===== config.mk =====
export PLATFORM = sky130hd
export DESIGN_NAME = fetch_unit_flat
export DESIGN_NICKNAME = d
export VERILOG_FILES = /design/src/rtl/fetch_unit_pkg.sv /design/src/rtl/fetch_unit_if.sv /design/src/rtl/fetch_unit.sv /design/src/flat_wrapper.sv
export SDC_FILE = /design/constraint.sdc
export NUM_CORES = 1
export LEC_CHECK = 0
export ABC_AREA = 1
export CAP_MARGIN = 40
export CORE_UTILIZATION = 46
export DETAILED_ROUTE_END_ITERATION = 8
export HOLD_SLACK_MARGIN = 0.15
export PLACE_DENSITY_LB_ADDON = 0.15
export REMOVE_ABC_BUFFERS = 1
export SLEW_MARGIN = 0
export SYNTH_ARGS = -nofsm -noshare
export SYNTH_HDL_FRONTEND = slang
export SYNTH_SLANG_ARGS = --single-unit
export TNS_END_PERCENT = 20

===== constraint.sdc =====
create_clock -name Clock -period 2.1 [get_ports Clock]
set_input_delay 0.42 -clock Clock [delete_from_list [all_inputs] [get_ports Clock]]
set_output_delay 0.42 -clock Clock [all_outputs]
set_load 0.01 [all_outputs]

===== src/rtl/fetch_unit_pkg.sv =====
// Shared constants, state encodings and address helper for the instruction fetch unit.
package fetch_unit_pkg;

  localparam int ADDR_W  = 10;
  localparam int INSTR_W = 16;

  localparam logic [ADDR_W-1:0]  DEFAULT_RESET_PC = 10'd0;
  // Encoding chosen to fall into the decoder's default (no-op) case.
  localparam logic [INSTR_W-1:0] NOP = 16'hFFFF;

  typedef enum logic [1:0] {
    S_INIT  = 2'd0,
    S_RUN   = 2'd1,
    S_STALL = 2'd2,
    S_FLUSH = 2'd3
  } fetch_state_t;

  function automatic logic [ADDR_W-1:0] addr_inc(input logic [ADDR_W-1:0] a);
    return a + 10'd1;
  endfunction

endpackage


===== src/rtl/fetch_unit_if.sv =====
// Fetch-unit bus: ROM port toward the instruction memory and the decoder handshake.
interface fetch_unit_if;
  import fetch_unit_pkg::*;

  logic [ADDR_W-1:0]  rRomAddr;
  logic [INSTR_W-1:0] wRomData;
  logic [INSTR_W-1:0] rInstruction;
  logic               rValid;
  logic [ADDR_W-1:0]  rPC;
  logic               wStall;
  logic               wBranch_taken;
  logic               wJumpTaken;
  logic [ADDR_W-1:0]  wBranch_dir;

  modport master (
    output rRomAddr, rInstruction, rValid, rPC,
    input  wRomData, wStall, wBranch_taken, wJumpTaken, wBranch_dir
  );

  modport slave (
    input  rRomAddr, rInstruction, rValid, rPC,
    output wRomData, wStall, wBranch_taken, wJumpTaken, wBranch_dir
  );

endinterface


===== src/rtl/fetch_unit.sv =====
// Instruction fetch unit: drives a synchronous ROM, presents instructions to the decoder,
// and handles stalls (hold register) and branch/jump redirects (one flush bubble).
module fetch_unit
  import fetch_unit_pkg::*;
#(
  parameter logic [ADDR_W-1:0] RESET_PC = DEFAULT_RESET_PC
) (
  input  logic         Clock,
  input  logic         Reset,
  fetch_unit_if.master bus
);

  fetch_state_t       state_q, state_d;
  logic [ADDR_W-1:0]  rom_addr_q, rom_addr_d;
  logic [ADDR_W-1:0]  pc_q, pc_d;
  logic [INSTR_W-1:0] hold_q, hold_d;
  logic               valid;
  logic               redirect;

  assign valid    = (state_q == S_RUN) || (state_q == S_STALL);
  assign redirect = (bus.wBranch_taken | bus.wJumpTaken) & valid & ~bus.wStall;

  always_comb begin
    state_d    = state_q;
    rom_addr_d = rom_addr_q;
    pc_d       = pc_q;
    hold_d     = hold_q;
    case (state_q)
      S_INIT: begin
        pc_d       = RESET_PC;
        rom_addr_d = addr_inc(RESET_PC);
        state_d    = S_RUN;
      end
      S_RUN, S_STALL: begin
        if (bus.wStall) begin
          // Only the first stalled cycle captures; the ROM already shows the next word.
          if (state_q == S_RUN) begin
            hold_d = bus.wRomData;
          end
          state_d = S_STALL;
        end else if (redirect) begin
          rom_addr_d = bus.wBranch_dir;
          state_d    = S_FLUSH;
        end else begin
          pc_d       = rom_addr_q;
          rom_addr_d = addr_inc(rom_addr_q);
          state_d    = S_RUN;
        end
      end
      S_FLUSH: begin
        pc_d       = rom_addr_q;
        rom_addr_d = addr_inc(rom_addr_q);
        state_d    = S_RUN;
      end
      default: begin
        state_d = S_INIT;
      end
    endcase
  end

  always_comb begin
    bus.rRomAddr = rom_addr_q;
    bus.rPC      = pc_q;
    bus.rValid   = valid;
    case (state_q)
      S_RUN:   bus.rInstruction = bus.wRomData;
      S_STALL: bus.rInstruction = hold_q;
      default: bus.rInstruction = NOP;
    endcase
  end

  always_ff @(posedge Clock) begin
    if (Reset) begin
      state_q    <= S_INIT;
      rom_addr_q <= RESET_PC;
      pc_q       <= RESET_PC;
      hold_q     <= 16'h0000;
    end else begin
      state_q    <= state_d;
      rom_addr_q <= rom_addr_d;
      pc_q       <= pc_d;
      hold_q     <= hold_d;
    end
  end

endmodule


===== src/flat_wrapper.sv =====
// flat-port wrapper written by rule: the top's interface ports become plain ports
module fetch_unit_flat import fetch_unit_pkg::*;
#(
  parameter logic [ADDR_W-1:0] RESET_PC = DEFAULT_RESET_PC
)
  (Clock, Reset, bus_rRomAddr, bus_rInstruction, bus_rValid, bus_rPC, bus_wRomData, bus_wStall, bus_wBranch_taken, bus_wJumpTaken, bus_wBranch_dir);
  fetch_unit_if bus_i ();
  input  logic Clock;
  input  logic Reset;
  output wire logic [$bits(bus_i.rRomAddr)-1:0] bus_rRomAddr;
  output wire logic [$bits(bus_i.rInstruction)-1:0] bus_rInstruction;
  output wire logic [$bits(bus_i.rValid)-1:0] bus_rValid;
  output wire logic [$bits(bus_i.rPC)-1:0] bus_rPC;
  input wire logic [$bits(bus_i.wRomData)-1:0] bus_wRomData;
  input wire logic [$bits(bus_i.wStall)-1:0] bus_wStall;
  input wire logic [$bits(bus_i.wBranch_taken)-1:0] bus_wBranch_taken;
  input wire logic [$bits(bus_i.wJumpTaken)-1:0] bus_wJumpTaken;
  input wire logic [$bits(bus_i.wBranch_dir)-1:0] bus_wBranch_dir;
  assign bus_rRomAddr = bus_i.rRomAddr;
  assign bus_rInstruction = bus_i.rInstruction;
  assign bus_rValid = bus_i.rValid;
  assign bus_rPC = bus_i.rPC;
  assign bus_i.wRomData = bus_wRomData;
  assign bus_i.wStall = bus_wStall;
  assign bus_i.wBranch_taken = bus_wBranch_taken;
  assign bus_i.wJumpTaken = bus_wJumpTaken;
  assign bus_i.wBranch_dir = bus_wBranch_dir;
  fetch_unit #(.RESET_PC(RESET_PC)) u_core (.Clock(Clock), .Reset(Reset), .bus(bus_i));
endmodule

==> run metrics <==
area grow syn2layout 39.2%; Worst Hold Class reg -> reg; unrepaired setup endpoints after global routing false; Max VDD drop 0.389 mV; postcts setup bufs 0; Buffers on Ports 67; Final Cycle Share 0.934; crit path launch u_core.state_q[0]$_SDFF_PP0_; Seq/Total Area, Yosys 0.376; Final Max Tran Viols 0; buffer depth of the longest clock path 2; Sw Ratio 0.306; Max Cap Viol 0; DRT iter0 DRCs 159; grt ovf 0; Rel. slew slack 0.655; worst skew pair latency 0.29 ns; pin count of the biggest net entering global routing 39; Leak 1.07 nW; H-tree depth 2; root buf cell clkbuf_8; first-pass GRT wire length 8.13 mm; Startpoint Class register; row cnt 23; register bit total from synthesis 38; Comb power frac 0.297; post-route cell area 0.00282 sq mm; Placer Congestion 0.877; CP Max Fanout 20; Clock Skew 0.00336 ns; area leader, netlist dfxtp_1; CP Class reg -> out; reg2reg start u_core.state_q[0]$_SDFF_PP0_; DR vias 2134; f_max 0.510 GHz; syn avg cell area 6.60 sq um; TritonRoute pass-1 iters 5; top post-synthesis cells by area dfxtp_1, nand2_1, nand3_1; synth warn 0; Int Power 1.27 mW; Fillers 378; die width 68.4 um; dpl cell area 0.00275 sq mm; Worst Path Arrival 1.54 ns; Routed WL per cell 12.1 um; synthesized instance count 307; Core Region 0.00412 sq mm; Die Area 0.00467 sq mm; vias per cell 5.11; Seq pwr share 0.423; pwr/cell area 650 mW/mm^2; Clk pwr share 0.280; Net Sw Power 0.561 mW; share of cells above drive strength 1 0.0734; DP HPWL 3.40 mm; nets@finish 403; die height 68.4 um; # diodes 0; post-route ant nets 0; Worst-path clk slew 0.07 ns; final wirelength 5.05 mm; Worst-Margin Slew 0.516 ns; CTS Sinks 38; vias in the first global route 1868; critical path data required time 1.68 ns; crit path time final 1.96 ns; # IOs 68; Num CTS Buffers 5; Unique masters post-synth 24; setup violators final 0; Residual DRC 0; initial antenna violation count 0; CTS tree yes; Final Core Density 0.685; Hold Path Origin u_core.hold_q[12]$_SDFFE_PP0P_; Critical Path Sink Type output pin; Tot GR Track Use 0.233; Final Hold Viols 0; synthesized area 0.00203 sq mm; top cell type's share of synthesized area 0.376; initial core utilization 0.492; outcome completed
-- sequential cells by signal, indices dropped and copies added (netlist names) --
signal,cells
u_core.bus.rPC,10
u_core.bus.rRomAddr,10
u_core.hold_q,16
u_core.state_q,2
-- per-stage QoR --
step                hold slack [ns]  worst slack, ns  power [mW]  std cells  setup TNS (ns)
detailed placement            0.453           0.0188        1.39        410               0
CTS                           0.464            0.122        1.85        418               0
floorplan                     0.435           -0.150        1.04        284           -2.25
global placement              0.449           0.0884        1.38        410               0
finish                        0.464            0.138        1.83        418               0
global route                  0.480           0.0455        1.95        418               0
-- cells in the final DEF, fill, tap and decap left out, drive strengths merged --
cell type	n
o21ai	13
a2111oi	1
a31oi	1
xor2	1
nor2	13
ha	5
clkbuf	7
nand2	108
clkdlybuf4s50	50
inv	15
dlygate4sd2	17
buf	9
dfxtp	38
nand3	53
nand4	1
a21oi	35
clkinv	1
-- cells in the mapped netlist --
cell	number
buf_1	1
o21ai_2	1
nand3_1	53
inv_1	14
inv_2	1
nor2_4	1
buf_2	2
buf_6	3
buf_4	5
nand2_2	2
nor2_1	10
a21oi_1	34
a21oi_2	1
nand2_1	106
clkbuf_2	1
nor2_2	2
clkbuf_1	11
ha_1	5
dfxtp_1	38
a2111oi_0	1
a31oi_1	1
xor2_1	1
nand4_1	1
o21ai_0	12
-- repair_timing --
item	CTS	global route
hold buffers	0	0
setup endpoints to repair	17	0
gates resized for setup	20	0
-- layer usage --
layer	GRT usage	up-vias	wire length, um
met5	0	-	0
met4	0.0833	0	63
met3	0.0583	5	310
met2	0.402	66	2460
met1	0.277	944	2210
li1	-	1119	-
-- power by group through the flow --
stage / sequential, mW / combinational [mW] / clock (mW)
2_1_floorplan: 0.792 / 0.246 / 0
5_1_grt: 0.780 / 0.604 / 0.566
3_5_place_dp: 0.791 / 0.595 / 0
3_3_place_gp: 0.790 / 0.587 / 0
6_report: 0.776 / 0.545 / 0.513
4_1_cts: 0.776 / 0.551 / 0.526
-- layout make-up --
class | count | area (sq um) | area share
multi-input cells | 231 | 1080 | 0.383
repair buffers | 76 | 767 | 0.272
flip-flops and latches | 38 | 763 | 0.271
clock buffers | 7 | 86.3 | 0.0306
well taps | 50 | 62.6 | 0.0222
inverters | 15 | 56.3 | 0.0200
clock inverters | 1 | 5.00 | 0.00177
-- logic make-up (layout without fill, tap and decap cells) --
group                    count (synthesis)  in the layout  synth area share
AO/OA/AOI/OAI                           50             50             0.130
XOR/XNOR                                 1              1           0.00432
adder cells (fa/ha/maj)                  5              5            0.0309
buffers and inverters                   38             99            0.0926
flip-flops                              38             38             0.376
AND/OR/NAND/NOR                        175            175             0.367
-- critical path: stages, from the launching register on --
cell,delay (ns)
dfxtp_2,0.35
inv_1,0.06
ha_1,0.32
buf_12,0.16
nand3_1,0.09
dlygate4sd2_1,0.28
-- path summary, 6_finish.rpt --
kind | endpoint | slack (ns) | cells after the start
worst max-delay path | bus_rInstruction[12] | 0.14 | 5
worst min-delay path | u_core.hold_q[12]$_SDFFE_PP0P_ | 0.46 | 2
worst max register to register | u_core.hold_q[6]$_SDFFE_PP0P_ | 0.32 | 8
worst min register to register | u_core.hold_q[12]$_SDFFE_PP0P_ | 0.46 | 2
(Power assumes the default switching activity.)
